**config.mk**
```make
export PLATFORM = sky130hd
export DESIGN_NAME = trace_sequencer
export DESIGN_NICKNAME = d
export VERILOG_FILES = /design/src/rtl/trace_sequencer.sv
export SDC_FILE = /design/constraint.sdc
export NUM_CORES = 1
export LEC_CHECK = 0
export CAP_MARGIN = 25
export CORE_AREA = 2 2 211 213
export DETAILED_ROUTE_END_ITERATION = 10
export DIE_AREA = 0 0 213 215
export GPL_TIMING_DRIVEN = 0
export HOLD_SLACK_MARGIN = 0.15
export SLEW_MARGIN = 20
export SYNTH_ARGS = -nofsm -noshare
export SYNTH_HDL_FRONTEND = slang
export SYNTH_SLANG_ARGS = --single-unit
```
**constraint.sdc**
```tcl
create_clock -name clk -period 12.7 [get_ports clk]
set_input_delay 3.175 -clock clk [delete_from_list [all_inputs] [get_ports clk]]
set_output_delay 3.175 -clock clk [all_outputs]
set_load 0.02 [all_outputs]
```
**src/rtl/trace_sequencer.sv**
```systemverilog
// Trace-record sequencer: buffers (cmd, addr, last) records and issues bus commands to the LLC
// controller, decodes clear/print control records into pulses and flags end-of-trace.
module trace_sequencer #(
    parameter int unsigned CMD_W  = 4,
    parameter int unsigned ADDR_W = 32,
    parameter int unsigned DEPTH  = 8,
    parameter int unsigned GAP    = 1,
    parameter int unsigned CNT_W  = 16
) (
    input  logic              clk,
    input  logic              rst,
    input  logic              in_valid,
    output logic              in_ready,
    input  logic [CMD_W-1:0]  in_cmd,
    input  logic [ADDR_W-1:0] in_addr,
    input  logic              in_last,
    output logic              out_valid,
    input  logic              out_ready,
    output logic [CMD_W-1:0]  out_cmd,
    output logic [ADDR_W-1:0] out_addr,
    output logic              clear_pls,
    output logic              print_pls,
    output logic              eof,
    input  logic              restart,
    output logic [CNT_W-1:0]  issued_cnt,
    output logic [CNT_W-1:0]  err_cnt
);

    localparam int unsigned PTR_W  = $clog2(DEPTH);
    localparam int unsigned ENT_W  = 1 + CMD_W + ADDR_W;
    localparam int unsigned GAP_CW = (GAP > 1) ? $clog2(GAP) : 1;
    localparam logic [GAP_CW-1:0] GAP_LOAD  = GAP_CW'((GAP > 0) ? GAP - 1 : 0);
    localparam logic [CMD_W-1:0]  CMD_BUS_MAX = CMD_W'(6);
    localparam logic [CMD_W-1:0]  CMD_CLEAR   = CMD_W'(8);
    localparam logic [CMD_W-1:0]  CMD_PRINT   = CMD_W'(9);

    typedef enum logic [1:0] {StIdle, StIssue, StGap, StDone} state_t;

    state_t              r_state;
    logic [ENT_W-1:0]    r_mem [DEPTH];
    logic [PTR_W:0]      r_wptr;
    logic [PTR_W:0]      r_rptr;
    logic                r_last_seen;
    logic                r_cur_last;
    logic [GAP_CW-1:0]   r_gap_cnt;
    logic                r_out_valid;
    logic [CMD_W-1:0]    r_out_cmd;
    logic [ADDR_W-1:0]   r_out_addr;
    logic                r_clear_pls;
    logic                r_print_pls;
    logic                r_eof;
    logic [CNT_W-1:0]    r_issued_cnt;
    logic [CNT_W-1:0]    r_err_cnt;

    logic                w_empty;
    logic                w_full;
    logic                w_push;
    logic                w_pop;
    logic [ENT_W-1:0]    w_head;
    logic                w_head_last;
    logic [CMD_W-1:0]    w_head_cmd;
    logic [ADDR_W-1:0]   w_head_addr;

    assign w_empty = (r_wptr == r_rptr);
    assign w_full  = (r_wptr[PTR_W] != r_rptr[PTR_W]) &&
                     (r_wptr[PTR_W-1:0] == r_rptr[PTR_W-1:0]);
    // in_ready comes only from registered state, so a same-cycle pop never frees a slot early.
    assign in_ready = !w_full && !r_last_seen && (r_state != StDone);
    assign w_push   = in_valid && in_ready;
    assign w_pop    = (r_state == StIdle) && !w_empty;

    assign w_head      = r_mem[r_rptr[PTR_W-1:0]];
    assign w_head_last = w_head[ENT_W-1];
    assign w_head_cmd  = w_head[ADDR_W +: CMD_W];
    assign w_head_addr = w_head[ADDR_W-1:0];

    assign out_valid  = r_out_valid;
    assign out_cmd    = r_out_cmd;
    assign out_addr   = r_out_addr;
    assign clear_pls  = r_clear_pls;
    assign print_pls  = r_print_pls;
    assign eof        = r_eof;
    assign issued_cnt = r_issued_cnt;
    assign err_cnt    = r_err_cnt;

    always_ff @(posedge clk) begin
        if (w_push) begin
            r_mem[r_wptr[PTR_W-1:0]] <= {in_last, in_cmd, in_addr};
        end
    end

    always_ff @(posedge clk or posedge rst) begin
        if (rst) begin
            r_wptr <= '0;
            r_rptr <= '0;
        end else begin
            if (w_push) r_wptr <= r_wptr + 1'b1;
            if (w_pop)  r_rptr <= r_rptr + 1'b1;
        end
    end

    always_ff @(posedge clk or posedge rst) begin
        if (rst) begin
            r_state      <= StIdle;
            r_last_seen  <= 1'b0;
            r_cur_last   <= 1'b0;
            r_gap_cnt    <= '0;
            r_out_valid  <= 1'b0;
            r_out_cmd    <= '0;
            r_out_addr   <= '0;
            r_clear_pls  <= 1'b0;
            r_print_pls  <= 1'b0;
            r_eof        <= 1'b0;
            r_issued_cnt <= '0;
            r_err_cnt    <= '0;
        end else begin
            r_clear_pls <= 1'b0;
            r_print_pls <= 1'b0;
            if (w_push && in_last) r_last_seen <= 1'b1;
            unique case (r_state)
                StIdle: begin
                    if (!w_empty) begin
                        if (w_head_cmd <= CMD_BUS_MAX) begin
                            r_out_valid <= 1'b1;
                            r_out_cmd   <= w_head_cmd;
                            r_out_addr  <= w_head_addr;
                            r_cur_last  <= w_head_last;
                            r_state     <= StIssue;
                        end else if (w_head_cmd == CMD_CLEAR || w_head_cmd == CMD_PRINT) begin
                            r_clear_pls <= (w_head_cmd == CMD_CLEAR);
                            r_print_pls <= (w_head_cmd == CMD_PRINT);
                            if (w_head_last) begin
                                r_state <= StDone;
                                r_eof   <= 1'b1;
                            end else if (GAP > 0) begin
                                r_state   <= StGap;
                                r_gap_cnt <= GAP_LOAD;
                            end
                        end else begin
                            if (r_err_cnt != '1) r_err_cnt <= r_err_cnt + 1'b1;
                            if (w_head_last) begin
                                r_state <= StDone;
                                r_eof   <= 1'b1;
                            end
                        end
                    end
                end
                StIssue: begin
                    if (out_ready) begin
                        r_out_valid <= 1'b0;
                        if (r_issued_cnt != '1) r_issued_cnt <= r_issued_cnt + 1'b1;
                        if (r_cur_last) begin
                            r_state <= StDone;
                            r_eof   <= 1'b1;
                        end else if (GAP > 0) begin
                            r_state   <= StGap;
                            r_gap_cnt <= GAP_LOAD;
                        end else begin
                            r_state <= StIdle;
                        end
                    end
                end
                StGap: begin
                    if (r_gap_cnt == '0) r_state <= StIdle;
                    else                 r_gap_cnt <= r_gap_cnt - 1'b1;
                end
                StDone: begin
                    if (restart) begin
                        r_state      <= StIdle;
                        r_eof        <= 1'b0;
                        r_last_seen  <= 1'b0;
                        r_issued_cnt <= '0;
                        r_err_cnt    <= '0;
                    end
                end
                default: r_state <= StIdle;
            endcase
        end
    end

endmodule

```
==> impl_metrics.env <==
export IMPL_synth_edf_count=296
export IMPL_firstDrtPassIters=5
export IMPL_cp_max_fo=10
export IMPL_synth_nets=871
export IMPL_antenna_cells=0
export IMPL_holdBufCountCts=0
export IMPL_cts_tree="built"
export IMPL_total_power_w=0.00413
export IMPL_n_fill_cell=3903
export IMPL_grt_pass1_vias=8375
export IMPL_dieHeight_um=215
export IMPL_cts_setup_buffers=0
export IMPL_ys_warn_count=0
export IMPL_antenna_found_initial=1
export IMPL_post_route_period_util_pct=45.9
export IMPL_final_core_util_pct=42.7
export IMPL_clk_insertion_delay_late_ns=0.55
export IMPL_area_growth_pct=24.2
export IMPL_slew_viol_final=0
export IMPL_fin_area_um2=18700
export IMPL_rsz0062_at_grt="no"
export IMPL_tightestPinTransition_ns=0.990
export IMPL_htreeDepth=2
export IMPL_finalHoldViolations=0
export IMPL_grt_total_usage_pct=15.0
export IMPL_rows=77
export IMPL_yosysSeqAreaShare_pct=73.2
export IMPL_ys_ff_latch=380
export IMPL_dieWidth_um=213
export IMPL_synth_cell_types=56
export IMPL_setup_viol=0
export IMPL_synth_ff_type="edfxtp_1"
export IMPL_synthCells=825
export IMPL_maxCapViolCount=0
export IMPL_holdCritPathClass="flop to flop"
export IMPL_most_common_layout_cells="edfxtp_1, clkdlybuf4s50_1, dfrtp_1, mux4_2, nand2_1"
export IMPL_skew_ns=0.0234
export IMPL_power_density_nw_per_um2=221
export IMPL_worst_setup_path_end_kind="output pin"
export IMPL_worst_setup_path_type="flop to output pin"
export IMPL_grt_max_degree=57
export IMPL_clk_path_buf_depth=3
export IMPL_vias_per_cell=4.84
export IMPL_setup_slack_ns=6.87
export IMPL_dpl_cell_area_um2=17300
export IMPL_crit_required_ns=9.52
export IMPL_grt_overflow_total=0
export IMPL_cts_root_buf="clkbuf_16"
export IMPL_hpwl_um=22900
export IMPL_cts_clk_slew_worst_paths_ns=0.06
export IMPL_clock_fmax_ghz=0.172
export IMPL_grt_pass1_wl_um=51600
export IMPL_relSlewSlack_pct=34.0
export IMPL_die_area_um2=45800
export IMPL_finish_net_count=1075
export IMPL_arrival_ns=2.65
export IMPL_ys_async_sr_fraction_pct=22.1
export IMPL_tns_ns=0
export IMPL_multi_input_area_um2=3780
export IMPL_status="finished, final reports clean"
export IMPL_synth_cell_area_um2=15000
export IMPL_cts_sinks=380
export IMPL_start_kind="flop"
export IMPL_fin_crit_ns=5.83
export IMPL_vdd_ir_drop_max_mv=0.119
export IMPL_io_buffers=114
export IMPL_ios=115
export IMPL_drt_wl_total_um=33500
export IMPL_wire_per_inst_um=20.3
export IMPL_syn_area_per_cell_um2=18.2
export IMPL_gp_congestion=0.779
export IMPL_core_area_um2=43600
export IMPL_vias=8006
export IMPL_final_common_cell="edfxtp_1"
export IMPL_drc=0
export IMPL_final_antenna_net_count=0
export IMPL_first_iter_violations=759
export IMPL_cts_resized=0
export IMPL_layout_drive_gt1_share_pct=21.2
export IMPL_register_area_um2=11000
export IMPL_initial_core_util_pct=34.4
export IMPL_p_leak_nw=6.52
export IMPL_cts_buffers=40
export IMPL_post_place_ws_ns=6.63
[final cells by class]
class	count	area share, %
plain buffers	41	1.29
clock buffers	55	6.10
clock inverters	19	0.845
inverters	11	0.248
multi-input cells	393	20.3
flip-flops and latches	380	58.9
well taps	592	3.97
repair buffers	162	8.32
[cell families after synthesis]
family          synth area share, %
buf+inv                        1.88
compound gates                 3.71
xor+xnor                       1.68
mux                            13.9
fa+ha+maj                     0.333
flops                          73.2
simple gates                   5.30
[metrics by stage]
stage          hold WS, ns  std cells
4_1_cts              0.488       1652
3_3_place_gp         0.470       1531
2_1_floorplan        0.461        825
3_5_place_dp         0.477       1578
6_report             0.485       1653
5_1_grt              0.497       1653
[critical path, stage by stage, from the launching register on]
cell and delay, ns:
dfrtp_1 0.48, buf_6 0.21, xor2_2 0.18, nor3_1 0.47, a211oi_1 0.18, clkdlybuf4s50_1 0.61
[flip-flops by register name, summed over array words and instances, names as in the netlist, 2 cells and up]
name	cells
out_cmd	4
out_addr	32
err_cnt	16
r_wptr	4
r_rptr	4
r_state	2
issued_cnt	16
r_mem	296
[synthesized netlist by cell type (2+ instances only)]
library cell    n  area share [%]
edfxtp_1      296              59
dfrtp_1        84              14
mux4_2         72              11
nand2_1        65             1.6
o21ai_1        38             1.3
mux2i_1        33             2.2
nor2_1         31            0.78
clkbuf_1       20            0.50
xor2_1         19             1.1
nand3_1        16            0.53
o21ai_0        14            0.47
inv_1          11            0.28
nand4_1        10            0.42
a21oi_1         9            0.30
nor3_1          9            0.30
buf_2           7            0.23
or3_1           7            0.29
and3_1          6            0.25
buf_4           6            0.30
xnor2_1         6            0.35
and2_1          5            0.21
buf_6           5            0.38
ha_1            4            0.33
nor4_1          4            0.17
o2111ai_1       4            0.23
mux2i_4         3            0.45
nand3b_1        3            0.15
nor3b_1         3            0.15
o211ai_1        3            0.15
mux4_1          2            0.35
o311ai_0        2            0.12
o31ai_1         2            0.10
or4_1           2            0.10
xor2_2          2            0.22
[worst paths after layout]
| path | cells past startpoint | end | slack, ns | startpoint |
|---|---|---|---|---|
| setup reg to reg | 8 | r_mem[3][1]$_DFFE_PP_ | 9.30 | r_wptr[1]$_DFFE_PP0P_ |
| max in group asynchronous | 3 | out_addr[5]$_DFFE_PP0P_ | 9.09 | rst |
| min in group asynchronous | 2 | issued_cnt[13]$_DFFE_PP0P_ | 3.00 | rst |
| hold reg to reg | 2 | out_cmd[1]$_DFFE_PP0P_ | 0.48 | out_cmd[1]$_DFFE_PP0P_ |
| hold / removal | 2 | out_cmd[1]$_DFFE_PP0P_ | 0.48 | out_cmd[1]$_DFFE_PP0P_ |
| setup / recovery | 5 | in_ready | 6.87 | r_rptr[1]$_DFFE_PP0P_ |
[layer usage]
metal  up-vias  GRT usage, %  share of wire, %
li1       3672             -                 -
met1      4085          20.7                44
met4         2          3.31               1.5
met2       198          24.5                49
met5         -             0             0.048
met3        49          2.98               5.2
[where the power goes]
part | internal [W] | switching, W | total [W]
logic | 0.000609 | 0.000781 | 0.00139
registers | 0.00152 | 0.0000824 | 0.00161
clock network | 0.000654 | 0.000477 | 0.00113
Power figures use the tool's default switching activity.
